===== config.mk =====
export PLATFORM = sky130hd
export DESIGN_NAME = key_char_fifo
export DESIGN_NICKNAME = d
export VERILOG_FILES = /design/src/rtl/key_char_fifo.sv
export SDC_FILE = /design/constraint.sdc
export NUM_CORES = 1
export LEC_CHECK = 0
export CELL_PAD_IN_SITES_DETAIL_PLACEMENT = 1
export CELL_PAD_IN_SITES_GLOBAL_PLACEMENT = 2
export CORE_ASPECT_RATIO = 2
export CORE_MARGIN = 1.5
export CORE_UTILIZATION = 45
export CTS_CLUSTER_DIAMETER = 40
export DETAILED_ROUTE_END_ITERATION = 8
export HOLD_SLACK_MARGIN = 0.06
export PLACE_DENSITY_LB_ADDON = 0.1
export SYNTH_ARGS = -nofsm -noshare
export SYNTH_HDL_FRONTEND = slang
export SYNTH_SLANG_ARGS = --single-unit

===== constraint.sdc =====
create_clock -name clk -period 4.94 [get_ports clk]
set_clock_uncertainty 0.1 [all_clocks]
set_input_delay 0.494 -clock clk [delete_from_list [all_inputs] [get_ports clk]]
set_output_delay 0.494 -clock clk [all_outputs]
set_load 0.02 [all_outputs]

===== src/rtl/key_char_fifo.sv =====
// Maps keyboard make events to 8-bit character codes and buffers them in a show-ahead FIFO.
// Optional build macro CTRL_CODES_EN: Ctrl+letter is enqueued as its control code (char & 8'h1F).
module key_char_fifo #(
   parameter int DEPTH_LOG2 = 4
) (
   input  logic                  clk,
   input  logic                  clrn,
   input  logic                  newKey,
   input  logic                  isASCIIkey,
   input  logic [7:0]            ASCII,
   input  logic [7:0]            scanCode,
   input  logic [7:0]            scanCode_E0,
   input  logic                  ctrl,
   input  logic                  rd_en,
   input  logic                  clr_ovf,
   output logic [7:0]            rd_data,
   output logic                  empty,
   output logic                  full,
   output logic [DEPTH_LOG2:0]   count,
   output logic                  overflow,
   output logic [7:0]            drop_cnt
);

   localparam int                DEPTH     = 1 << DEPTH_LOG2;
   localparam logic [DEPTH_LOG2:0] DEPTH_CNT = (DEPTH_LOG2 + 1)'(DEPTH);

   logic [7:0]            map_chr;
   logic                  map_vld;
   logic [7:0]            stage_chr;
   logic                  stage_vld;
   logic [7:0]            mem [DEPTH];
   logic [DEPTH_LOG2-1:0] wr_ptr;
   logic [DEPTH_LOG2-1:0] rd_ptr;
   logic                  pop;
   logic                  push;
   logic                  drop;

   // NOTE: every variable written in always_comb gets a default first, so no path can infer a latch.
   always_comb begin
      map_vld = 1'b1;
      map_chr = 8'h00;
      if (isASCIIkey)                                   map_chr = ASCII;
      else if (scanCode == 8'h5A || scanCode_E0 == 8'h5A) map_chr = 8'h0A;
      else if (scanCode == 8'h66)                       map_chr = 8'h08;
      else if (scanCode == 8'h0D)                       map_chr = 8'h09;
      else if (scanCode == 8'h76)                       map_chr = 8'h1B;
      else                                              map_vld = 1'b0;
`ifdef CTRL_CODES_EN
      if (ctrl && ((map_chr >= 8'h41 && map_chr <= 8'h5A) ||
                   (map_chr >= 8'h61 && map_chr <= 8'h7A)))
         map_chr = map_chr & 8'h1F;
`endif
   end

`ifndef CTRL_CODES_EN
   logic unused_ctrl;
   assign unused_ctrl = ctrl;
`endif

   // NOTE: state registers use non-blocking assignments so every flop samples pre-edge values.
   always_ff @(posedge clk or negedge clrn) begin
      if (!clrn) begin
         stage_vld <= 1'b0;
         stage_chr <= 8'h00;
      end else begin
         stage_vld <= newKey && map_vld;
         if (newKey && map_vld) stage_chr <= map_chr;
      end
   end

   // A full FIFO still accepts a push when a pop frees the head slot on the same edge.
   assign pop  = rd_en && !empty;
   assign push = stage_vld && (!full || pop);
   assign drop = stage_vld && full && !pop;

   // NOTE: the storage array has no reset; rd_data is masked while empty so stale RAM never shows.
   always_ff @(posedge clk) begin
      if (push) mem[wr_ptr] <= stage_chr;
   end

   always_ff @(posedge clk or negedge clrn) begin
      if (!clrn) begin
         wr_ptr <= '0;
         rd_ptr <= '0;
         count  <= '0;
      end else begin
         if (push) wr_ptr <= wr_ptr + 1'b1;
         if (pop)  rd_ptr <= rd_ptr + 1'b1;
         case ({push, pop})
            2'b10:   count <= count + 1'b1;
            2'b01:   count <= count - 1'b1;
            default: count <= count;
         endcase
      end
   end

   always_ff @(posedge clk or negedge clrn) begin
      if (!clrn) begin
         overflow <= 1'b0;
         drop_cnt <= 8'h00;
      end else if (clr_ovf) begin
         overflow <= 1'b0;
         drop_cnt <= 8'h00;
      end else if (drop) begin
         overflow <= 1'b1;
         if (drop_cnt != 8'hFF) drop_cnt <= drop_cnt + 1'b1;
      end
   end

   assign empty   = (count == '0);
   assign full    = (count == DEPTH_CNT);
   assign rd_data = empty ? 8'h00 : mem[rd_ptr];

endmodule


# ---- Yosys cells after proc, flatten, opt, wreduce, memory -nomap -nowiden
# Memories as Yosys holds them, arrays and structs flattened.
# Index checks and enable logic that the tools add are counted.
dict set report op_classes {
  add_sub_neg 5
  n_mux 19
  shift 0
  n_bitwise 0
  magnitude_cmp 0
  n_div 0
  n_eq_ne 9
  n_mul 0
  reduce_logical 15
}
# op count
set ops {}
lappend ops {{2-to-1 mux 8 bit} 5}
lappend ops {{equality test 8 x 7 -> 1 bit (second input constant)} 4}
lappend ops {{2-to-1 mux 5 bit} 4}
lappend ops {{case mux 5 bit (2 select lines)} 1}
lappend ops {{2-to-1 mux 1 bit} 9}
lappend ops {{adder 4 x 1 -> 4 bit (second input constant)} 2}
lappend ops {{adder 8 x 1 -> 8 bit (second input constant)} 1}
lappend ops {{equality test 8 x 4 -> 1 bit (second input constant)} 1}
lappend ops {{!= test 8 bit (second input constant)} 1}
lappend ops {{nonzero test 2 bit} 3}
lappend ops {{adder 5 x 1 -> 5 bit (second input constant)} 1}
lappend ops {{equality test 5 bit (second input constant)} 1}
lappend ops {{logical AND 1 bit} 5}
lappend ops {{logical NOT 5 bit} 1}
lappend ops {{subtractor 5 x 1 -> 5 bit (second input constant)} 1}
lappend ops {{logical NOT 1 bit} 3}
lappend ops {{equality test 2 x 1 -> 1 bit (second input constant)} 1}
lappend ops {{equality test 2 bit (second input constant)} 1}
lappend ops {{logical OR 1 bit} 2}
lappend ops {{AND reduction 2 bit} 1}
dict set report totals {
  memories 1
  wordCells 56
  output_inout_bits 24
  latchBits 0
  regBits 31
  ram_bits 128
  input_bits 31
  romBits 0
}
# name depth width rd rd_ports_with_merged_regs write_ports line
set mem_list {}
lappend mem_list {mem 16 8 1 0 1 31} ;# logic [7:0] mem [DEPTH];

# ---- Longest topological paths before layout
# Gate-level depths: netlist of run 1.
dict set report logic_depth {
  depth_word 7
  ltp_mapped 10
  depth_no_buf 9
}

# ---- Least setup slack after synthesis of run 1
# OpenSTA, ideal clock, no wires.
dict set report synth_timing {
  path_type {register -> register}
  from {register count[3]}
  to {register count[4]}
  arrival_ns 2.397
  setup_slack_ns 2.294
  n_path_buf 1
  required_time_ns 4.691
  setup_time_ns 0.149
  period_less_slack_ns 2.646
  path_stages_with_launch 11
  cell_sequence {dfrtp_1 or4_1 buf_4 o21ai_4 nor2_2 xor2_1 ha_1 o31ai_1 nor3_1 o211ai_1 o311ai_0}
}
dict set report synth_via {
  elab_chain_len 7
  word_cells_on_any_way 13
  classes_between {2 x add/sub; 3 x eq/ne; 1 x mux; 7 x reduce/logical}
}
# element line
set synth_lines {}
lappend synth_lines {{start, declared} 19} ;# output logic [DEPTH_LOG2:0] count,
lappend synth_lines {{start signal, assigned} 90} ;# 2'b10: count <= count + 1'b1;
lappend synth_lines {{start signal, assigned} 91} ;# 2'b01: count <= count - 1'b1;
lappend synth_lines {{start signal, assigned} 92} ;# default: count <= count;
lappend synth_lines {{logical NOT 5 bit} 110} ;# assign empty = (count == '0);
lappend synth_lines {{logical NOT 1 bit} 72} ;# assign pop = rd_en && !empty;
lappend synth_lines {{logical AND 1 bit} 72}
lappend synth_lines {{logical OR 1 bit} 73} ;# assign push = stage_vld && (!full || pop);
lappend synth_lines {{logical AND 1 bit} 73}
lappend synth_lines {{equality test 2 x 1 -> 1 bit or equality test 2 bit (tied branches)} 89} ;# case ({push, pop})
lappend synth_lines {{case mux 5 bit (2 select lines) or nonzero test 2 bit (tied branches)} --}
# Parallel ways exist; a longest one is shown, timed or not.
# A chain may end at the register's enable or synchronous reset.

# ---- Worst setup path in the final report of run 1
dict set report layout_timing {
  from {register count[1]}
  to {output rd_data[6]}
}
dict set report layout_via {
  elab_chain_len 2
}
# element line
set layout_lines {}
lappend layout_lines {{logical NOT 5 bit} 110}
lappend layout_lines {{2-to-1 mux 8 bit} 112} ;# assign rd_data = empty ? 8'h00 : mem[rd_ptr];
lappend layout_lines {{end, declared} 16} ;# output logic [7:0] rd_data,
# No other way between the ends.

==> run_results.csv, run 1 <==
group,metric,value,unit
outcome,status,"complete, no violations",
sta,period_share,76.37,%
sta,relSlewSlack,24.89,%
finish,fin_nets,499,
finish,post-route-util,54.69,%
routing,drt_wl_total,14990,um
synthesis,synthesis.area,0.006835,mm^2
clock_network,clock-sinks,159,
synthesis,synth_top_area_share,56.23,%
routing,ant_nets,0,
critical_path,startpoint_type,"flop",
synthesis,post-synth-top-count-cell,"edfxtp_1",
placement,post_dp_cell_area,0.007556,mm^2
sta,rsz0062_at_grt,"no",
sta,setup_tns,0,ps
clock_network,clk_pin_slew,60,ps
sta,setup_viol,0,
finish,synthToLayoutAreaGrowth,18.56,%
sta,finalHoldViolCount,0,
critical_path,worstPathMaxFanout,12,
synthesis,synth.area.top_cells,"edfxtp_1 56%, dfrtp_1 11%, mux4_2 11%, mux2i_1 2.5%, xnor2_1 2.2%",
grt,grt_pass1_wl,24090,um
synthesis,synth-seq-cells,159,
run,cap_violations,0,
clock_network,clock_latency,420,ps
grt,met1_usage,20.61,%
synthesis,synth_top_cells_by_count,"128 x edfxtp_1, 32 x mux4_2, 31 x dfrtp_1",
die,die_x,90.15,um
routing,wl_per_cell,22.44,um
grt,grt_pass1_vias,4308,
grt,grtUsageTotal,20.58,%
clock_network,post_cts_resized,0,
routing,drt_pass1_iterations,4,
grt,grt_start_max_net_pins,36,
grt,globalRoute.totalOverflow,0,
placement,io_buffers,53,
routing,drt-initial-drc-count,147,
synthesis,synthCells,405,
die,core_area,0.01482,mm^2
clock_network,hold_buffers,0,
grt,grt_busiest_layer,"met2",
clock_network,post_cts_buffers,0,
sta,whs,384.4,ps
synthesis,synthFlopType,"edfxtp_1",
finish,diodes,0,
grt,grtUsageMet3,3.342,%
clock_network,clock-root-buffer,"clkbuf_16",
finish,drive_gt1_share,19.24,%
die,die_y,177.3,um
critical_path,crit_type,"flop to primary output",
finish,nFillCells,1433,
pwr,irDropWorstVdd,0.3197,mV
clock_network,ctsLongestPathBuffers,2,
clock_network,cts_buffers,17,
die,start_util,46.12,%
synthesis,synthArstFlopShare,19.50,%
sta,worst_slack,1167,ps
die,num_rows,63,
routing,drc,0,
critical_path,endpoint_kind,"primary output",
synthesis,synth.distinct_cells,59,
sta,min_period,3773,ps
die,dieArea,0.01598,mm^2
min_path,worstHoldPathType,"input pin to async pin",
synthesis,synth_area_leader_cell,"edfxtp_1",
routing,vias_per_cell,5.569,
placement,hpwl,10850,um
sta,drv_slew,0,
finish,postLayoutCellArea,0.008104,mm^2
synthesis,ys_seq_area_share,67.58,%
synthesis,synth.avg_cell_area,16.88,um^2
die,io_pins,55,
grt,antenna_found_initial,0,
sta,fmax,0.2651,GHz
synthesis,synth_nets,444,
pwr,p_leak,2.725,nW
synthesis,synth_edf_count,128,
placement,pre_cts_ws,1558,ps
pwr,power.density,532.6,mW/mm^2
sta,tightest_slew,1127,ps
placement,gp_congestion,0.7520,
critical_path,worst-endpoint-required,4350,ps
routing,vias,3720,
clock_network,cts_tree,"yes",
clock_network,htree_levels,4,
synthesis,ys_warn_count,0,
critical_path,arrival,3180,ps
grt,met2_usage,40.88,%
## worst max-delay path, cell delays in order, from the launching register on
cell             delay, ps
dfrtp_1                530
or4_1                  710
o21ai_1                740
o22ai_1                190
clkdlybuf4s50_1        580
## power by group
part	total, W	switching [W]	internal [W]
clock	0.00121	0.000556	0.000658
combinational	0.00120	0.000543	0.000653
sequential	0.00191	0.000308	0.00160
## final cells by class
class                      count  area (um^2)  share of cell area (%)
sequential                   159         4622                   57.03
multi-input combinational    215         2081                   25.68
timing repair buffer          60        583.1                   7.195
clock buffer                  17        425.4                   5.249
tap                          195        244.0                   3.011
clock inverter                15        122.6                   1.513
inverter                       7        26.28                  0.3242
## metal layers
layer  routed length (um)  vias to the layer above  share of wire [%]
met3                  261                       22                1.7
li1                     -                     1710                  -
met4                  388                        0                2.6
met1                 5275                     1927                 35
met5                    0                        -                  0
met2                 9062                       61                 60
## final timing paths
| check | startpoint | cells after the start | slack, ps | end |
|---|---|---|---|---|
| worst max-delay path | count[1]$_DFFE_PN0P_ | 4 | 1170 | rd_data[6] |
| worst min-delay path | clrn | 2 | 380 | count[3]$_DFFE_PN0P_ |
| worst max register to register | count[1]$_DFFE_PN0P_ | 9 | 2020 | count[4]$_DFFE_PN0P_ |
| worst min register to register | overflow$_DFFE_PN0P_ | 2 | 430 | overflow$_DFFE_PN0P_ |
| max in group asynchronous | clrn | 2 | 4020 | rd_ptr[0]$_DFFE_PN0N_ |
| min in group clk | overflow$_DFFE_PN0P_ | 2 | 430 | overflow$_DFFE_PN0P_ |
## per-stage QoR
| step | instances | power (W) |
|---|---|---|
| 2_1_floorplan | 405 | 0.002698 |
| 3_3_place_gp | 636 | 0.003122 |
| 3_5_place_dp | 636 | 0.003161 |
| 4_1_cts | 668 | 0.004380 |
| 5_1_grt | 668 | 0.004528 |
| 6_report | 668 | 0.004316 |
## sequential cells by signal, summed over array words and instances, names as in the netlist
signal	cells
count	5
drop_cnt	8
mem	128
overflow	1
rd_ptr	4
stage_chr	8
stage_vld	1
wr_ptr	4
## cell usage in the layout, fill, tap and decap left out, types with 3 or more instances in the layout
cell type | Yosys | routed
buf_4 | 2 | 7
mux2_2 | 3 | 3
nand2_1 | 20 | 20
mux2i_1 | 17 | 17
nand2b_1 | 5 | 5
nor2_1 | 21 | 21
clkinv_4 | 0 | 4
ha_1 | 8 | 8
nor2b_1 | 5 | 5
edfxtp_1 | 128 | 128
a21oi_1 | 8 | 8
a32o_1 | 5 | 5
nand3_1 | 4 | 4
inv_6 | 0 | 6
inv_4 | 0 | 3
and3_1 | 3 | 3
clkdlybuf4s50_1 | 0 | 53
inv_1 | 6 | 6
o22ai_1 | 8 | 8
clkbuf_16 | 0 | 17
xnor2_1 | 17 | 17
nand4_1 | 4 | 4
dfrtp_1 | 31 | 29
o21ai_0 | 4 | 4
mux4_2 | 32 | 32
nor3_1 | 9 | 9
## kinds of logic after synthesis
group | synth area share [%]
flip-flops | 67.58
AND/OR/NAND/NOR | 7.212
multiplexers | 13.53
AO/OA/AOI/OAI | 5.931
XOR/XNOR | 2.306
buffers and inverters | 1.977
adder cells (fa/ha/maj) | 1.464
No activity file was read; power rests on OpenSTA's default activity.
==> inputs of run 2 (changes only) <==
- CORE_UTILIZATION: 45 -> 43
- clock period: 4.94 -> 3.6 ns (I/O delays scaled with it)
==> run_results.csv, run 2 (synthesis gave the netlist of run 1 again) <==
group,metric,value,unit
outcome,status,"complete, no violations",
clock_network,cts_buffers,17,
clock_network,cts_tree,"yes",
finish,layout_commonest_cell,"edfxtp_1",
finish,fin_nets,516,
finish,biggestRegsByFlops,"mem: 128 flops, drop_cnt: 8 flops, stage_chr: 8 flops",
placement,hpwl,11290,um
pwr,power.density,740.4,mW/mm^2
sta,rsz0062_at_grt,"no",
finish,postLayoutCellArea,0.008312,mm^2
finish,synthToLayoutAreaGrowth,21.60,%
die,die_y,181.3,um
grt,grtUsageTotal,20.98,%
clock_network,clock_latency,430,ps
sta,min_period,3329,ps
finish,drive_gt1_share,21.63,%
routing,wl_per_cell,23.25,um
sta,setup_tns,0,ps
grt,grtUsageMet3,4.882,%
critical_path,endpoint_kind,"primary output",
sta,finalHoldViolCount,0,
die,core_area,0.01570,mm^2
die,dieArea,0.01671,mm^2
grt,grt_start_max_net_pins,32,
critical_path,reg2reg_from,"count[3]$_DFFE_PN0P_",
clock_network,clk_pin_slew,60,ps
pwr,p_leak,2.848,nW
grt,grt_busiest_layer,"met2",
critical_path,critPathLaunch,"count[3]$_DFFE_PN0P_",
routing,drt_pass1_iterations,4,
die,die_x,92.15,um
finish,diodes,0,
critical_path,r2r_slack,670,ps
sta,tightest_slew,646.0,ps
critical_path,startpoint_type,"flop",
routing,drc,0,
sta,fmax,0.3004,GHz
finish,final_cells,691,
routing,vias,3883,
die,start_util,43.55,%
grt,met1_usage,20.72,%
sta,setup_viol,0,
critical_path,reg2regPathDepth,9,
die,io_pins,55,
die,num_rows,65,
grt,grt_pass1_vias,4331,
clock_network,htree_levels,4,
routing,drt_wl_total,16070,um
placement,dp.cells,659,
sta,period_share,92.46,%
pwr,irDropWorstVdd,0.3939,mV
grt,met2_usage,41.48,%
routing,drt-initial-drc-count,174,
routing,ant_nets,0,
clock_network,post_cts_resized,0,
critical_path,arrival,2870,ps
finish,regMostFlops,"mem",
run,cap_violations,0,
clock_network,clock-sinks,159,
clock_network,hold_buffers,0,
placement,gp_congestion,0.7991,
clock_network,post_cts_buffers,0,
grt,antenna_found_initial,0,
placement,io_buffers,53,
critical_path,regToRegEndpoint,"count[4]$_DFFE_PN0P_",
critical_path,crit_type,"flop to primary output",
sta,relSlewSlack,56.93,%
min_path,worstHoldPathType,"input pin to async pin",
critical_path,worstPathMaxFanout,8,
critical_path,worst-endpoint-required,3140,ps
clock_network,ctsLongestPathBuffers,2,
clock_network,clock-root-buffer,"clkbuf_16",
sta,drv_slew,0,
finish,largest_reg_flops,128,
finish,final_cell_mix,"128 x edfxtp_1, 53 x clkdlybuf4s50_1, 32 x mux4_2",
grt,grt_pass1_wl,25190,um
placement,post_dp_cell_area,0.007702,mm^2
grt,globalRoute.totalOverflow,0,
routing,vias_per_cell,5.619,
==> run 2: changes by cell type in the layout (fill, tap and decap cells not counted), sizes merged <==
cell / change
buf: +17
inv: -8
clkbuf: +6
clkinv: +2
==> run 2: worst max-delay path, stage by stage, from the launching register on <==
cell and delay, ps:
dfrtp_1 470, or4_1 750, nor2_4 220, or2_2 280, o22ai_1 160, clkdlybuf4s50_1 560
==> run 2: layout make-up <==
class	count	area (um^2)
Sequential cell	159	4621
Tap cell	201	251.5
Inverter	7	26.28
Clock buffer	23	543.0
Multi-Input combinational cell	215	2081
Fill cell	1502	7385
Clock inverter	9	66.31
Timing Repair Buffer	77	723.2
==> run 2: worst max-delay path by stage <==
stage | endpoint | depth (start not counted)
after detailed placement | count[4]$_DFFE_PN0P_ | 8
after global placement | count[4]$_DFFE_PN0P_ | 9
after global routing | rd_data[7] | 5
after CTS | rd_data[7] | 5
final | rd_data[7] | 5
after floorplan | count[4]$_DFFE_PN0P_ | 10
==> run 2: per-layer routing <==
metal  wire, um  vias up  share of wire (%)
met5          0        -                  0
met4        242        0                1.5
met3        370       16                2.3
met2       9888       59                 62
met1       5564     2062                 35
li1           -     1746                  -
==> run 2: through the flow <==
step | setup WS [ps] | hold slack (ps) | power, W | util (%)
2_1_floorplan | 953.8 | -35.59 | 0.003703 | -
3_3_place_gp | 723.3 | 381.3 | 0.004375 | 49.07
3_5_place_dp | 617.9 | 381.9 | 0.004435 | 49.07
4_1_cts | 236.2 | 252.1 | 0.006247 | 52.95
5_1_grt | 143.3 | 277.1 | 0.006449 | 52.95
6_report | 271.4 | 248.9 | 0.006154 | 52.95
==> run 2: report_power, final <==
part / total (W) / switching [W] / internal, W / leakage [nW]
Clock: 0.00179 / 0.000719 / 0.00107 / 0.304
Combinational: 0.00193 / 0.000989 / 0.000942 / 0.999
Sequential: 0.00243 / 0.000239 / 0.00220 / 1.54
Total: 0.00615 / 0.00195 / 0.00421 / 2.85
==> inputs of run 3 (changes only) <==
- CTS_CLUSTER_SIZE: not set -> 20
- PLACE_DENSITY: not set -> 0.76
- PLACE_DENSITY_LB_ADDON: 0.1 -> not set
==> run_results.csv, run 3 (synthesis gave the netlist of run 1 again) <==
group,metric,value,unit
outcome,status,"complete, no violations",
critical_path,slowest_stage,"or4_1",
clock_network,post_cts_resized,0,
routing,vias,3755,
finish,final_cells,684,
die,io_pins,55,
clock_network,post_cts_buffers,0,
sta,relSlewSlack,46.78,%
clock_network,ctsLongestPathBuffers,2,
critical_path,reg2reg_from,"count[1]$_DFFE_PN0P_",
critical_path,r2r_slack,660,ps
grt,antenna_found_initial,0,
routing,vias_per_cell,5.490,
clock_network,hold_buffers,0,
clock_network,clock_latency,420,ps
sta,rsz0062_at_grt,"no",
pwr,irDropWorstVdd,0.3640,mV
grt,grt_pass1_wl,24670,um
routing,wl_met2,9678,um
routing,wl_per_cell,22.93,um
routing,drc,0,
finish,largest_reg_flops,128,
finish,layout_commonest_cell,"edfxtp_1",
grt,grtUsageTotal,20.70,%
critical_path,slowest_delay,720,ps
placement,dp.cells,652,
sta,tightest_slew,795.4,ps
routing,drt-initial-drc-count,136,
clock_network,clock-sinks,159,
sta,whs,242.0,ps
sta,setup_viol,0,
finish,fin_nets,509,
die,die_y,181.3,um
sta,setup_tns,0,ps
clock_network,clk_pin_slew,60,ps
pwr,power.density,743.3,mW/mm^2
finish,drive_gt1_share,20.50,%
run,cap_violations,0,
critical_path,regToRegEndpoint,"count[4]$_DFFE_PN0P_",
sta,finalHoldViolCount,0,
die,start_util,43.55,%
die,dieArea,0.01671,mm^2
die,die_x,92.15,um
sta,min_period,3289,ps
clock_network,cts_tree,"yes",
routing,wl_met3,268,um
routing,drt_pass1_iterations,4,
placement,io_buffers,53,
routing,met1_length,5332,um
sta,fmax,0.3041,GHz
grt,grt_start_max_net_pins,33,
finish,final_cell_mix,"128 x edfxtp_1, 53 x clkdlybuf4s50_1, 32 x mux4_2",
critical_path,worstPathMaxFanout,12,
sta,drv_slew,0,
critical_path,path_cells,"or4_1, nor2_4, or2_2, o22ai_1, clkdlybuf4s50_1",
finish,synthToLayoutAreaGrowth,20.65,%
critical_path,startpoint_type,"flop",
routing,ant_nets,0,
finish,diodes,0,
clock_network,cts_buffers,17,
finish,biggestRegsByFlops,"mem: 128 flops, drop_cnt: 8 flops, stage_chr: 8 flops",
die,core_area,0.01570,mm^2
clock_network,clock-root-buffer,"clkbuf_16",
clock_network,htree_levels,4,
placement,hpwl,11360,um
critical_path,reg2regPathDepth,8,
die,num_rows,65,
pwr,p_leak,2.804,nW
grt,globalRoute.totalOverflow,0,
finish,regMostFlops,"mem",
finish,post-route-util,52.54,%
routing,top_layer,"met4",
grt,grt_pass1_vias,4342,
critical_path,endpoint_kind,"primary output",
placement,gp_congestion,0.7836,
sta,period_share,91.36,%
critical_path,worst-endpoint-required,3140,ps
routing,drt_wl_total,15680,um
min_path,worstHoldPathType,"input pin to async pin",
critical_path,arrival,2830,ps
critical_path,crit_type,"flop to primary output",
-- run 3: cell types whose count changed in the layout (fill, tap and decap cells not counted), sizes merged --
cell,before,now
clkinv,7,3
buf,24,17
clkbuf,23,22
clkinvlp,0,1
inv,9,13
-- run 3: power breakdown --
group          switching [W]  total, W  leakage (nW)  internal, W
clock network       0.000716   0.00174         0.294      0.00103
logic               0.000977   0.00192         0.965     0.000948
registers           0.000268   0.00246          1.54      0.00220
-- run 3: worst max-delay path by stage --
| stage | endpoint | slack [ps] | start | depth (start not counted) |
|---|---|---|---|---|
| after floorplan | count[4]$_DFFE_PN0P_ | 950 | count[3]$_DFFE_PN0P_ | 10 |
| after global placement | count[4]$_DFFE_PN0P_ | 730 | count[1]$_DFFE_PN0P_ | 9 |
| after detailed placement | count[4]$_DFFE_PN0P_ | 650 | count[1]$_DFFE_PN0P_ | 8 |
| after CTS | rd_data[6] | 250 | count[1]$_DFFE_PN0P_ | 5 |
| after global routing | rd_data[5] | 170 | count[1]$_DFFE_PN0P_ | 5 |
| final | rd_data[5] | 310 | count[1]$_DFFE_PN0P_ | 5 |
-- run 3: per-stage QoR --
stage / area [um^2] / power (W) / setup WS [ps]
4_1_cts: 8247 / 0.006216 / 254.1
3_3_place_gp: 7662 / 0.004400 / 730.6
3_5_place_dp: 7662 / 0.004468 / 646.7
2_1_floorplan: 6835 / 0.003703 / 953.8
5_1_grt: 8247 / 0.006414 / 171.2
6_report: 8247 / 0.006129 / 311.1
-- run 3: cell type report --
cell class | instances | area (um^2)
clock buffers | 22 | 518.0
clock inverters | 10 | 66.31
fillers | 1441 | 7450
inverters | 7 | 26.28
multi-input cells | 215 | 2081
flip-flops and latches | 159 | 4621
well taps | 201 | 251.5
repair buffers | 70 | 683.2
-- run 3: worst max-delay path, delay by kind of cell, from the launching register on --
| family | cells | cell delay, ps |
|---|---|---|
| AND/OR/NAND/NOR | 3 | 1210 |
| AO/OA/AOI/OAI | 1 | 130 |
| buffers and inverters | 1 | 550 |
| flip-flops | 1 | 520 |
-- run 3: per-layer routing --
metal	track usage, %	up-vias
met1	20.07	1954
li1	-	1723
met3	3.956	19
met2	41.21	59
met5	0	-
met4	8.062	0
